<file path="src/rtl/seg_scan_display_if.sv">
// Bus between the timer (BCD digit source) and the multiplexed display scanner.
interface seg_scan_display_if;
  logic [23:0] digit_in;
  logic [5:0]  dp_in;
  logic [5:0]  blink_en;
  logic        lz_blank;
  logic [7:0]  seg;
  logic [5:0]  sel;
  logic        frame_start;

  // Timer side: supplies digits and display attributes, may observe the scan.
  modport master (
    output digit_in, dp_in, blink_en, lz_blank,
    input  seg, sel, frame_start
  );

  // Display side: consumes digits, drives the segment/select pins.
  modport slave (
    input  digit_in, dp_in, blink_en, lz_blank,
    output seg, sel, frame_start
  );
endinterface

</file>
<file path="src/rtl/seg_scan_display.sv">
// Multiplexed 6-digit 7-segment scanner with per-frame snapshot, leading-zero
// blanking, per-digit blink, decimal points and ghost blanking at digit switch.
module seg_scan_display #(
  parameter int unsigned SCAN_DIV     = 50000,
  parameter int unsigned BLANK_CYC    = 500,
  parameter int unsigned BLINK_FRAMES = 83,
  parameter bit          SEG_ACT_LOW  = 1'b1,
  parameter bit          SEL_ACT_LOW  = 1'b1
) (
  input  logic              clk,
  input  logic              rst,
  seg_scan_display_if.slave bus
);

  localparam int unsigned NUM_DIG = 6;
  localparam int unsigned CNT_W   = $clog2(SCAN_DIV);
  localparam int unsigned IDX_W   = 3;
  localparam int unsigned FRM_W   = $clog2(BLINK_FRAMES + 1);

  logic [CNT_W-1:0]      cnt_q, cnt_d;
  logic [IDX_W-1:0]      idx_q, idx_d;
  logic [5:0][3:0]       digit_q, digit_d;
  logic [5:0]            dp_q, dp_d;
  logic [5:0]            blink_q, blink_d;
  logic                  lz_q, lz_d;
  logic [FRM_W-1:0]      frame_cnt_q, frame_cnt_d;
  logic [FRM_W-1:0]      frame_cnt_inc;
  logic                  blink_phase_q, blink_phase_d;
  logic [7:0]            seg_q, seg_d;
  logic [5:0]            sel_q, sel_d;
  logic                  frame_start_q, frame_start_d;

  logic                  snap;
  logic [NUM_DIG-1:0]    lz_dark;
  logic                  zero_run;
  logic [3:0]            cur_digit;
  logic                  cur_dp;
  logic                  cur_blink;
  logic                  cur_lz;
  logic [7:0]            lit;

  // Active-high gfedcba pattern; non-BCD codes show a bare '-' as an error marker.
  function automatic logic [6:0] seg_decode(input logic [3:0] d);
    logic [6:0] p;
    case (d)
      4'd0:    p = 7'h3F;
      4'd1:    p = 7'h06;
      4'd2:    p = 7'h5B;
      4'd3:    p = 7'h4F;
      4'd4:    p = 7'h66;
      4'd5:    p = 7'h6D;
      4'd6:    p = 7'h7D;
      4'd7:    p = 7'h07;
      4'd8:    p = 7'h7F;
      4'd9:    p = 7'h6F;
      default: p = 7'h40;
    endcase
    return p;
  endfunction

  // Slot timing, frame snapshot and blink phase bookkeeping.
  always_comb begin
    cnt_d         = cnt_q + CNT_W'(1);
    idx_d         = idx_q;
    digit_d       = digit_q;
    dp_d          = dp_q;
    blink_d       = blink_q;
    lz_d          = lz_q;
    frame_cnt_d   = frame_cnt_q;
    blink_phase_d = blink_phase_q;
    frame_cnt_inc = frame_cnt_q + FRM_W'(1);
    snap          = (cnt_q == '0) && (idx_q == '0);

    if (cnt_q == CNT_W'(SCAN_DIV - 1)) begin
      cnt_d = '0;
      idx_d = (idx_q == IDX_W'(NUM_DIG - 1)) ? '0 : idx_q + IDX_W'(1);
    end

    if (snap) begin
      digit_d = bus.digit_in;
      dp_d    = bus.dp_in;
      blink_d = bus.blink_en;
      lz_d    = bus.lz_blank;
      if (frame_cnt_inc == FRM_W'(BLINK_FRAMES)) begin
        frame_cnt_d   = '0;
        blink_phase_d = ~blink_phase_q;
      end else begin
        frame_cnt_d   = frame_cnt_inc;
      end
    end
  end

  // Pixel path: uses the post-snapshot view so a fresh snapshot shows in its own slot.
  always_comb begin
    seg_d         = '0;
    sel_d         = '0;
    lz_dark       = '0;
    zero_run      = lz_d;
    cur_digit     = '0;
    cur_dp        = 1'b0;
    cur_blink     = 1'b0;
    cur_lz        = 1'b0;
    frame_start_d = snap;

    for (int i = NUM_DIG - 1; i >= 1; i--) begin
      zero_run   = zero_run && (digit_d[i] == 4'd0);
      lz_dark[i] = zero_run;
    end

    for (int i = 0; i < NUM_DIG; i++) begin
      if (idx_q == IDX_W'(i)) begin
        cur_digit = digit_d[i];
        cur_dp    = dp_d[i];
        cur_blink = blink_d[i];
        cur_lz    = lz_dark[i];
      end
    end

    lit = {cur_dp, cur_lz ? 7'h00 : seg_decode(cur_digit)};
    if (blink_phase_d && cur_blink) begin
      lit = '0;
    end

    if (cnt_q >= CNT_W'(BLANK_CYC)) begin
      seg_d = lit;
      for (int i = 0; i < NUM_DIG; i++) begin
        sel_d[i] = (idx_q == IDX_W'(i));
      end
    end
  end

  // State and output registers; reset blanks the display immediately.
  always_ff @(posedge clk or negedge rst) begin
    if (!rst) begin
      cnt_q         <= '0;
      idx_q         <= '0;
      digit_q       <= '0;
      dp_q          <= '0;
      blink_q       <= '0;
      lz_q          <= 1'b0;
      frame_cnt_q   <= '0;
      blink_phase_q <= 1'b0;
      seg_q         <= '0;
      sel_q         <= '0;
      frame_start_q <= 1'b0;
    end else begin
      cnt_q         <= cnt_d;
      idx_q         <= idx_d;
      digit_q       <= digit_d;
      dp_q          <= dp_d;
      blink_q       <= blink_d;
      lz_q          <= lz_d;
      frame_cnt_q   <= frame_cnt_d;
      blink_phase_q <= blink_phase_d;
      seg_q         <= seg_d;
      sel_q         <= sel_d;
      frame_start_q <= frame_start_d;
    end
  end

  // Pin polarity applied last; everything upstream is active-high.
  assign bus.seg         = seg_q ^ {8{SEG_ACT_LOW}};
  assign bus.sel         = sel_q ^ {6{SEL_ACT_LOW}};
  assign bus.frame_start = frame_start_q;

endmodule

</file>
<file path="src/flat_wrapper.sv">
// flat-port wrapper written by rule: the top's interface ports become plain ports
module seg_scan_display_flat 
#(
  parameter int unsigned SCAN_DIV     = 50000,
  parameter int unsigned BLANK_CYC    = 500,
  parameter int unsigned BLINK_FRAMES = 83,
  parameter bit          SEG_ACT_LOW  = 1'b1,
  parameter bit          SEL_ACT_LOW  = 1'b1
)
  (clk, rst, bus_digit_in, bus_dp_in, bus_blink_en, bus_lz_blank, bus_seg, bus_sel, bus_frame_start);
  seg_scan_display_if bus_i ();
  input  logic clk;
  input  logic rst;
  input wire logic [$bits(bus_i.digit_in)-1:0] bus_digit_in;
  input wire logic [$bits(bus_i.dp_in)-1:0] bus_dp_in;
  input wire logic [$bits(bus_i.blink_en)-1:0] bus_blink_en;
  input wire logic [$bits(bus_i.lz_blank)-1:0] bus_lz_blank;
  output wire logic [$bits(bus_i.seg)-1:0] bus_seg;
  output wire logic [$bits(bus_i.sel)-1:0] bus_sel;
  output wire logic [$bits(bus_i.frame_start)-1:0] bus_frame_start;
  assign bus_i.digit_in = bus_digit_in;
  assign bus_i.dp_in = bus_dp_in;
  assign bus_i.blink_en = bus_blink_en;
  assign bus_i.lz_blank = bus_lz_blank;
  assign bus_seg = bus_i.seg;
  assign bus_sel = bus_i.sel;
  assign bus_frame_start = bus_i.frame_start;
  seg_scan_display #(.SCAN_DIV(SCAN_DIV), .BLANK_CYC(BLANK_CYC), .BLINK_FRAMES(BLINK_FRAMES), .SEG_ACT_LOW(SEG_ACT_LOW), .SEL_ACT_LOW(SEL_ACT_LOW)) u_core (.clk(clk), .rst(rst), .bus(bus_i));
endmodule
</file>
<file path="config.mk">
export PLATFORM = sky130hd
export DESIGN_NAME = seg_scan_display_flat
export DESIGN_NICKNAME = d
export VERILOG_FILES = /design/src/rtl/seg_scan_display_if.sv /design/src/rtl/seg_scan_display.sv /design/src/flat_wrapper.sv
export SDC_FILE = /design/constraint.sdc
export NUM_CORES = 1
export LEC_CHECK = 0
export ABC_AREA = 1
export BUFFER_PORTS_ARGS = -buffer_cell sky130_fd_sc_hd__clkbuf_2
export CORE_ASPECT_RATIO = 1.4
export CORE_MARGIN = 3
export CORE_UTILIZATION = 52
export CTS_CLUSTER_DIAMETER = 60
export DETAILED_ROUTE_END_ITERATION = 8
export GPL_TIMING_DRIVEN = 0
export PLACE_DENSITY_LB_ADDON = 0.1
export SETUP_SLACK_MARGIN = 0.1
export SLEW_MARGIN = 10
export SYNTH_ARGS = -nofsm -noshare
export SYNTH_HDL_FRONTEND = slang
export SYNTH_SLANG_ARGS = --single-unit
export TNS_END_PERCENT = 5
</file>
<file path="constraint.sdc">
create_clock -name clk -period 2.4 [get_ports clk]
set_clock_uncertainty 0.05 [all_clocks]
set_input_delay 0 -clock clk [delete_from_list [all_inputs] [get_ports clk]]
set_output_delay 0 -clock clk [all_outputs]
set_load 0.005 [all_outputs]
</file>
==> flow_summary.yaml, run 1 <==
critical_path:
  path_class: "reg2reg"
  startpoint: "u_core.cnt_q[0]"
  cp-end-kind: "register"
  r2r_start: "u_core.cnt_q[0]"
  crit_required_ns: 2.65
  crit_fanout: 6
  crit_arrival_ns: 2.93
  critPathLaunchType: "register"
routing:
  via_count: 3662
  drc_errors: 0
  finalWirelength_um: 9870
  firstDrtPassIters: 4
  avgViaCountPerCell: 4.97
  routedWlPerCell_um: 13.4
  detail-route-antenna-nets: 0
  drt-initial-drc-count: 256
placement:
  place.gp.congestion: 0.864
  postPlaceCellArea_sq_um: 4540
  place_hpwl_um: 6900
  port_buffers: 53
sta:
  slew_headroom: 0.521
  final_hold_viol_count: 0
  grt_setup_unrepaired: "yes"
  slew_violations: 0
  worst_pin_slew_ns: 0.715
  min_period_ns: 2.68
  setup_slack_ns: -0.279
  finalSetupViolations: 8
  clock.fmax_ghz: 0.373
  fin_crit_sh: 1.12
die:
  core_sq_um: 7500
  num_rows: 37
  ioPinCount: 54
  chipHeight_um: 111
  die_w_um: 81.2
  die_area_sq_um: 9030
  start_util: 0.549
clocking:
  clk_path_buf_depth: 2
  cts.sinks: 79
  cts_root_buffer: "clkbuf_8"
  path_clk_slew_ns: 0.08
  htree_levels: 3
  cts-buffers-inserted: 9
  cts_tree: "built"
  clk_latency_ns: 0.36
logic_synthesis:
  yosysSeqAreaShare: 0.480
  avgSynthCellArea_sq_um: 7.89
  netlist_area_sq_um: 4120
  ys_ff_latch: 79
  syn-instance-count: 522
  synth_top_flop_cell: "dfrtp_1"
  yosys_warnings: 0
  synth_edf_count: 0
  synth_cell_types: 40
  synthArstFlopShare: 1.00
  syn-num-nets: 571
final_layout:
  diodes: 0
  syn_to_final_growth_pct: 29.8
  finalInstanceArea_sq_um: 5340
  final_nets: 684
  finish.utilization: 0.712
  drive_above_1_share: 0.239
  fill_cells: 596
grt:
  grt.overflow.total: 0
  top_usage_layer: "met2"
  use_met3: 0.0520
  use_met1: 0.269
  grt_pass1_wl_um: 16700
  track_usage: 0.241
  grt_max_degree: 48
  grt.met2_usage: 0.431
  grt_antenna_before_repair: 0
  first_global_vias: 3760
pwr:
  pwr-share-comb: 0.087
  ir_drop_mv: 0.513
  seq_power_share: 0.520
  internal-power_uw: 2030
  p_sw_frac: 0.229
  switchingPower_uw: 604
  p_per_area_nw_per_um2: 494
  leakagePower_uw: 0.00278
  power_frac_clock: 0.393
flow_run:
  cap_violations: 0
outcome:
  violations: "setup timing"
  status: "finished with violations"
hold_path:
  hp-class: "in2async"
-- worst paths after layout --
check,endpoint,slack (ns),depth (start not counted)
max,u_core.seg_q[0],-0.28,20
min,u_core.frame_cnt_q[2],0.1,2
max reg2reg,u_core.seg_q[0],-0.28,20
min reg2reg,u_core.digit_q[3],0.43,2
max in group asynchronous,u_core.cnt_q[14],1.59,3
min in group clk,u_core.blink_q[1],0.36,4
-- cells in the mapped netlist, types with 5 or more instances --
master   count  area, sq um
nand2_1    166          623
ha_1        10          125
nor3_1      10         50.1
nor2_1      43          161
nor2_2       8         50.1
buf_6        5         56.3
o21ai_0     21          105
a21oi_1     10         50.1
nand2_2      6         37.5
inv_2        9         33.8
xor2_1       7         61.3
nand3_1     23          115
nand4_1      8         50.1
o21ai_1      6         30.0
inv_1       74          278
dfrtp_1     79         1980
-- timing repair --
action,4_1_cts,5_1_grt
endpoints found under the setup margin,8,10
buffers inserted,10,0
gates resized for setup,17,23
endpoints found under the hold margin,117,0
hold buffers,38,0
pin swaps,9,8
-- worst max-delay path: stages (launching register included) --
cell and delay (ns):
dfrtp_1 0.39, inv_2 0.08, ha_4 0.13, inv_2 0.03, nor2_1 0.07, nand2_1 0.08, nor2_4 0.13, nand3_4 0.12
buf_8 0.16, nand2_2 0.05, inv_2 0.04, a21oi_4 0.13, o21ai_2 0.07, o221ai_2 0.24, nand2_2 0.09, o21ai_4 0.18
inv_2 0.06, ha_1 0.19, o21ai_2 0.16, nor2_1 0.07, nor2_2 0.09
-- through the flow --
step | setup WS [ns] | std cells | TNS, ns | hold slack (ns) | power (uW)
6_report | -0.279 | 737 | -1.68 | 0.0984 | 2640
5_1_grt | -0.480 | 737 | -3.26 | 0.146 | 2750
4_1_cts | -0.393 | 737 | -2.26 | 0.110 | 2650
3_5_place_dp | -0.586 | 673 | -3.83 | -0.0392 | 1560
3_3_place_gp | -0.545 | 672 | -3.51 | 0.171 | 1550
2_1_floorplan | -0.163 | 522 | -0.703 | -0.346 | 1470
-- sequential cells by signal, summed over array words and instances (netlist names) --
register / flops
u_core.digit_q: 24
u_core.cnt_q: 16
u_core.seg_q: 8
u_core.frame_cnt_q: 7
u_core.blink_q: 6
u_core.dp_q: 6
u_core.sel_q: 6
u_core.idx_q: 3
u_core.blink_phase_q: 1
u_core.bus.frame_start: 1
u_core.lz_q: 1
-- layer usage --
| layer | vias up | part of all wire |
|---|---|---|
| met5 | - | 0 |
| met4 | 0 | 0.026 |
| met3 | 19 | 0.040 |
| met2 | 72 | 0.54 |
| met1 | 1712 | 0.40 |
| li1 | 1859 | - |
-- logic make-up (layout without fill, tap and decap cells) --
group                      after synthesis  in the layout  share of synthesized area
and+or+nand+nor                        274            274                      0.289
adders and majority gates               10             10                     0.0304
AOI/OAI and AO/OA                       58             58                     0.0881
buffers and inverters                   94            212                     0.0970
DFF                                     79             79                      0.480
xor gates and xnor gates                 7              7                     0.0149
-- power groups by stage --
stage               clock (uW)  sequential, uW  combinational (uW)
finish                    1040            1370                 231
global route              1120            1370                 259
CTS                       1060            1370                 224
detailed placement           0            1400                 164
global placement             0            1400                 155
floorplan                    0            1390                78.0
-- cell usage in the layout, fill, tap and decap left out, types with 2 or more instances in the layout --
master         count
a21oi_1           10
a21oi_4            2
a31oi_1            2
buf_2              2
buf_4             10
buf_6              5
clkbuf_1           2
clkbuf_2          52
clkbuf_8          12
clkinv_2           2
dfrtp_1           78
dlygate4sd3_1     38
ha_1               8
inv_1             69
inv_2             14
nand2_1          158
nand2_2           14
nand3_1           21
nand3_2            2
nand3_4            2
nand4_1            8
nor2_1            40
nor2_2            10
nor2_4             3
nor3_1             8
nor3_2             3
nor4_1             2
o211ai_1           2
o211ai_2           2
o21a_1             2
o21ai_0           19
o21ai_1            3
o21ai_2            3
o21ai_4            4
o21bai_1           2
o22ai_1            2
o31ai_1            2
xor2_1             7
-- layout make-up --
class | instances | area (sq um) | share of cell area
repair buffers | 102 | 754 | 0.141
clock inverters | 3 | 40.0 | 0.00749
flip-flops and latches | 79 | 1980 | 0.370
clock buffers | 13 | 169 | 0.0316
multi-input cells | 349 | 1880 | 0.351
well taps | 97 | 121 | 0.0227
plain buffers | 9 | 81.3 | 0.0152
inverters | 85 | 322 | 0.0602
Power figures use the tool's default switching activity.
==> inputs of run 2 (changes only) <==
- CELL_PAD_IN_SITES_DETAIL_PLACEMENT: unset -> 1
- CELL_PAD_IN_SITES_GLOBAL_PLACEMENT: unset -> 1
- CORE_UTILIZATION: 52 -> 46
- SETUP_SLACK_MARGIN: 0.1 -> unset
- clock period: 2.4 -> 3.45 ns (I/O delays scaled with it)
==> flow_summary.yaml, run 2 (same netlist as run 1, synthesis figures left out) <==
hold_path:
  hp-class: "in2async"
pwr:
  finalPower_uw: 2070
  ir_drop_mv: 0.256
  p_sw_frac: 0.221
  seq_power_share: 0.461
  internal-power_uw: 1610
  leakagePower_uw: 0.00274
  switchingPower_uw: 458
  pwr-share-comb: 0.075
  p_per_area_nw_per_um2: 396
  power_frac_clock: 0.464
sta:
  hold_slack_ns: 0.0955
  setup-tns-final_ns: 0
  slew_headroom: 0.418
  worst_pin_slew_ns: 0.866
  clock.fmax_ghz: 0.316
  final_hold_viol_count: 0
  min_period_ns: 3.17
  slew_violations: 0
  finalSetupViolations: 0
  grt_setup_unrepaired: "no"
  fin_crit_sh: 0.918
clocking:
  path_clk_slew_ns: 0.06
  htree_levels: 3
  clk_path_buf_depth: 2
  cts-buffers-inserted: 9
  cts.sinks: 79
  cts_root_buffer: "clkbuf_16"
  clk_latency_ns: 0.34
  cts_tree: "built"
routing:
  avgViaCountPerCell: 5.13
  firstDrtPassIters: 4
  drt-initial-drc-count: 86
  drc_errors: 0
  finalWirelength_um: 11600
  detail-route-antenna-nets: 0
  routedWlPerCell_um: 15.8
  via_count: 3762
final_layout:
  final_common_cell: "nand2_1"
  reg_top3: "u_core.digit_q: 24 flops, u_core.cnt_q: 16 flops, u_core.seg_q: 8 flops"
  drive_above_1_share: 0.181
  syn_to_final_growth_pct: 27.0
  largest_reg_flops: 24
  regMostFlops: "u_core.digit_q"
  final_nets: 674
  diodes: 0
  fill_cells: 1062
  layout_common_cells: "166 x nand2_1, 79 x dfrtp_1, 74 x inv_1, 52 x clkbuf_2, 43 x nor2_1"
  finish.utilization: 0.604
die:
  num_rows: 40
  start_util: 0.475
  die_w_um: 86.0
  ioPinCount: 54
  core_sq_um: 8660
  chipHeight_um: 118
  die_area_sq_um: 10100
critical_path:
  cp-end-kind: "register"
  cpMostUsedCell: "nand2_1"
  crit_fanout: 10
  rrSetupSlack_ns: 0.28
  crit_required_ns: 3.65
  critPathLaunchType: "register"
  path_cells: "inv_1 -> ha_1 -> inv_1 -> nor2_1 -> nand2_1 -> nor2_4 -> nand3_4 -> buf_6 -> nand2_1 -> inv_2 -> a21oi_2 -> o21ai_0 -> o221ai_1 -> nand2_1 -> o21ai_2 -> inv_1 -> ha_1 -> inv_1 -> nand2_1 -> nand3_1 -> nand2_1 -> nor2_1"
  cp.buffers_inverters: 6
  path_class: "reg2reg"
  critPathMaxStageDelay_ns: 0.40
  rr_worst_depth: 22
  r2r-end: "u_core.seg_q[6]"
  crit_arrival_ns: 3.37
  cp_top_family: "simple AND/OR/NAND/NOR gates"
  crit_slowest_cell: "dfrtp_1"
  r2r_start: "u_core.cnt_q[1]"
grt:
  grt_pass1_wl_um: 19600
  track_usage: 0.247
  grt_antenna_before_repair: 0
  first_global_vias: 4221
  grt.overflow.total: 0
  grt_max_degree: 57
outcome:
  status: "finished, final reports clean"
flow_run:
  cap_violations: 0
placement:
  port_buffers: 53
  place.gp.congestion: 0.844
  place_hpwl_um: 8180
## run 2: final cells by class
| cell class | count | area (sq um) | share of cell area |
|---|---|---|---|
| inverter | 85 | 322 | 0.0615 |
| tap | 105 | 131 | 0.0251 |
| clock buffer | 12 | 256 | 0.0491 |
| multi-input combinational | 349 | 1740 | 0.334 |
| buffer | 9 | 77.6 | 0.0148 |
| sequential | 79 | 1980 | 0.378 |
| timing repair buffer | 92 | 676 | 0.129 |
| clock inverter | 3 | 42.5 | 0.00814 |
## run 2: per-stage QoR
step,worst slack (ns),area (sq um),instances
finish,0.283,5230,734
global route,0.0172,5230,734
CTS,0.230,5220,734
detailed placement,0.254,4540,681
global placement,0.370,4510,680
floorplan,0.827,4120,522
## run 2: how the worst max path moves through the flow
stage,start,endpoint,slack [ns],depth (start not counted)
3_3_place_gp,u_core.cnt_q[0],u_core.seg_q[3],0.37,20
2_1_floorplan,u_core.cnt_q[0],u_core.seg_q[3],0.83,20
5_1_grt,u_core.cnt_q[0],u_core.seg_q[3],0.02,20
6_report,u_core.cnt_q[1],u_core.seg_q[6],0.28,22
4_1_cts,u_core.cnt_q[0],u_core.seg_q[0],0.23,20
3_5_place_dp,u_core.cnt_q[0],u_core.seg_q[0],0.25,20
## run 2: per-layer routing
metal / wire length (um) / track usage / share of wire / vias up
met1: 4540 / 0.269 / 0.39 / 1829
met4: 515 / 0.142 / 0.044 / 0
li1: - / - / - / 1825
met3: 308 / 0.0301 / 0.027 / 35
met5: 0 / 0 / 0 / -
met2: 6240 / 0.447 / 0.54 / 73
## run 2: what timing repair did
action,CTS,global route
hold endpoints to repair,116,0
setup endpoints to repair,0,4
hold buffers,38,0
setup buffers,0,0
resized for setup,0,1
## run 2: power groups by stage
stage                     sequential [uW]  clock, uW  combinational [uW]
after CTS                             955        982                 155
after global placement                970          0                 110
final                                 955        962                 155
after global routing                  957       1020                 174
after detailed placement              971          0                 119
after floorplan                       970          0                54.0
## run 2: worst reg2reg max path: stages, from the launching register on
cell	delay [ns]
dfrtp_1	0.40
inv_1	0.08
ha_1	0.13
inv_1	0.06
nor2_1	0.09
nand2_1	0.09
nor2_4	0.16
nand3_4	0.16
buf_6	0.20
nand2_1	0.08
inv_2	0.04
a21oi_2	0.16
o21ai_0	0.11
o221ai_1	0.30
nand2_1	0.12
o21ai_2	0.22
inv_1	0.11
ha_1	0.19
inv_1	0.05
nand2_1	0.06
nand3_1	0.08
nand2_1	0.06
nor2_1	0.12
==> inputs of run 3 (changes only) <==
- CORE_UTILIZATION: 46 -> 48
- CTS_BUF_LIST: unset -> sky130_fd_sc_hd__clkbuf_4
==> flow_summary.yaml, run 3 (same netlist as run 1, synthesis figures left out) <==
outcome:
  status: "finished, final reports clean"
grt:
  grt.overflow.total: 0
  track_usage: 0.260
  grt_antenna_before_repair: 0
  grt_pass1_wl_um: 19600
  grt_max_degree: 58
  first_global_vias: 4173
die:
  chipHeight_um: 116
  start_util: 0.499
  ioPinCount: 54
  core_sq_um: 8250
  num_rows: 39
  die_area_sq_um: 9740
  die_w_um: 84.3
critical_path:
  rr_worst_depth: 20
  crit_required_ns: 3.80
  crit_fanout: 10
  crit_arrival_ns: 3.51
  crit_slowest_cell: "dfrtp_1"
  path_class: "reg2reg"
  rrSetupSlack_ns: 0.29
  cp.buffers_inverters: 5
  critPathMaxStageDelay_ns: 0.43
  r2r_start: "u_core.cnt_q[0]"
  cp_top_family: "compound AO/OA/AOI/OAI gates"
  path_cells: "inv_1 -> ha_1 -> inv_1 -> nor2_1 -> nand2_1 -> nor2_4 -> nand3_4 -> buf_6 -> nand2_1 -> inv_2 -> a21oi_2 -> o21ai_0 -> o221ai_1 -> nand2_1 -> o21ai_2 -> inv_1 -> ha_1 -> o21ai_1 -> nor2_1 -> nor2_2"
  cp-end-kind: "register"
  r2r-end: "u_core.seg_q[0]"
  critPathLaunchType: "register"
sta:
  clock.fmax_ghz: 0.316
  slew_headroom: 0.310
  setup-tns-final_ns: 0
  fin_crit_sh: 0.917
  finalSetupViolations: 0
  grt_setup_unrepaired: "no"
  min_period_ns: 3.16
  worst_pin_slew_ns: 1.03
  slew_violations: 0
  final_hold_viol_count: 0
  hold_slack_ns: 0.0361
clocking:
  cts.sinks: 79
  clk_path_buf_depth: 2
  path_clk_slew_ns: 0.12
  cts_root_buffer: "clkbuf_4"
  htree_levels: 3
  cts_tree: "built"
  clk_latency_ns: 0.45
  cts-buffers-inserted: 9
routing:
  avgViaCountPerCell: 5.09
  detail-route-antenna-nets: 0
  finalWirelength_um: 11700
  routedWlPerCell_um: 16.0
  firstDrtPassIters: 4
  drt-initial-drc-count: 123
  via_count: 3731
  drc_errors: 0
final_layout:
  drive_above_1_share: 0.177
  regMostFlops: "u_core.digit_q"
  final_nets: 675
  syn_to_final_growth_pct: 22.2
  finalInstanceArea_sq_um: 5030
  finalNonFillerCells: 733
  diodes: 0
  reg_top3: "u_core.digit_q: 24 flops, u_core.cnt_q: 16 flops, u_core.seg_q: 8 flops"
  layout_common_cells: "166 x nand2_1, 79 x dfrtp_1, 74 x inv_1, 52 x clkbuf_2, 43 x nor2_1"
  largest_reg_flops: 24
  final_common_cell: "nand2_1"
  finish.utilization: 0.610
pwr:
  p_per_area_nw_per_um2: 312
  leakagePower_uw: 0.00266
  ir_drop_mv: 0.234
placement:
  postPlaceCellArea_sq_um: 4540
  place.gp.congestion: 0.869
  port_buffers: 53
  place_hpwl_um: 8090
  placed_cells: 678
hold_path:
  hp-class: "in2async"
flow_run:
  cap_violations: 0
## run 3: power by group
group,leakage [uW],total [uW],switching (uW),internal (uW)
sequential,0.000998,954,6.47,947
clock,0.0000594,461,326,135
combinational,0.00160,156,84.6,71.3
## run 3: layout make-up
class	instances	area [sq um]
fillers	1066	3220
flip-flops and latches	79	1980
multi-input cells	349	1740
repair buffers	93	686
inverters	85	322
well taps	102	128
plain buffers	9	77.6
clock buffers	9	67.6
clock inverters	7	30.0
## run 3: routing by layer
layer / routed length [um] / vias up / track usage / share of wire
li1: - / 1838 / - / -
met1: 4620 / 1784 / 0.280 / 0.40
met2: 6290 / 78 / 0.486 / 0.54
met3: 377 / 31 / 0.0512 / 0.032
met4: 415 / 0 / 0.122 / 0.035
met5: 0 / - / 0 / 0
## run 3: worst max-delay path by stage
| stage | startpoint | to | slack (ns) | cells past startpoint |
|---|---|---|---|---|
| global placement | u_core.cnt_q[0] | u_core.seg_q[3] | 0.37 | 20 |
| finish | u_core.cnt_q[0] | u_core.seg_q[0] | 0.29 | 20 |
| global route | u_core.cnt_q[0] | u_core.seg_q[6] | 0.001 | 22 |
| CTS | u_core.cnt_q[0] | u_core.seg_q[0] | 0.20 | 20 |
| floorplan | u_core.cnt_q[0] | u_core.seg_q[3] | 0.83 | 20 |
| detailed placement | u_core.cnt_q[0] | u_core.seg_q[0] | 0.24 | 20 |
## run 3: metrics by stage
stage,setup WS (ns),power [uW]
floorplan,0.827,1020
global placement,0.367,1080
detailed placement,0.235,1090
CTS,0.195,1580
global route,0.00141,1640
finish,0.285,1570
## run 3: tightest hold or removal path, cell delays in order
cell	delay, ns
dlygate4sd3_1	0.52
clkbuf_4	0.16
buf_16	0.26
## run 3: repair_timing
| item | CTS | global route |
|---|---|---|
| hold endpoints to repair | 117 | 0 |
| gates resized for setup | 0 | 1 |
| setup endpoints to repair | 0 | 5 |
| hold buffers | 39 | 0 |
| buffers inserted | 0 | 0 |
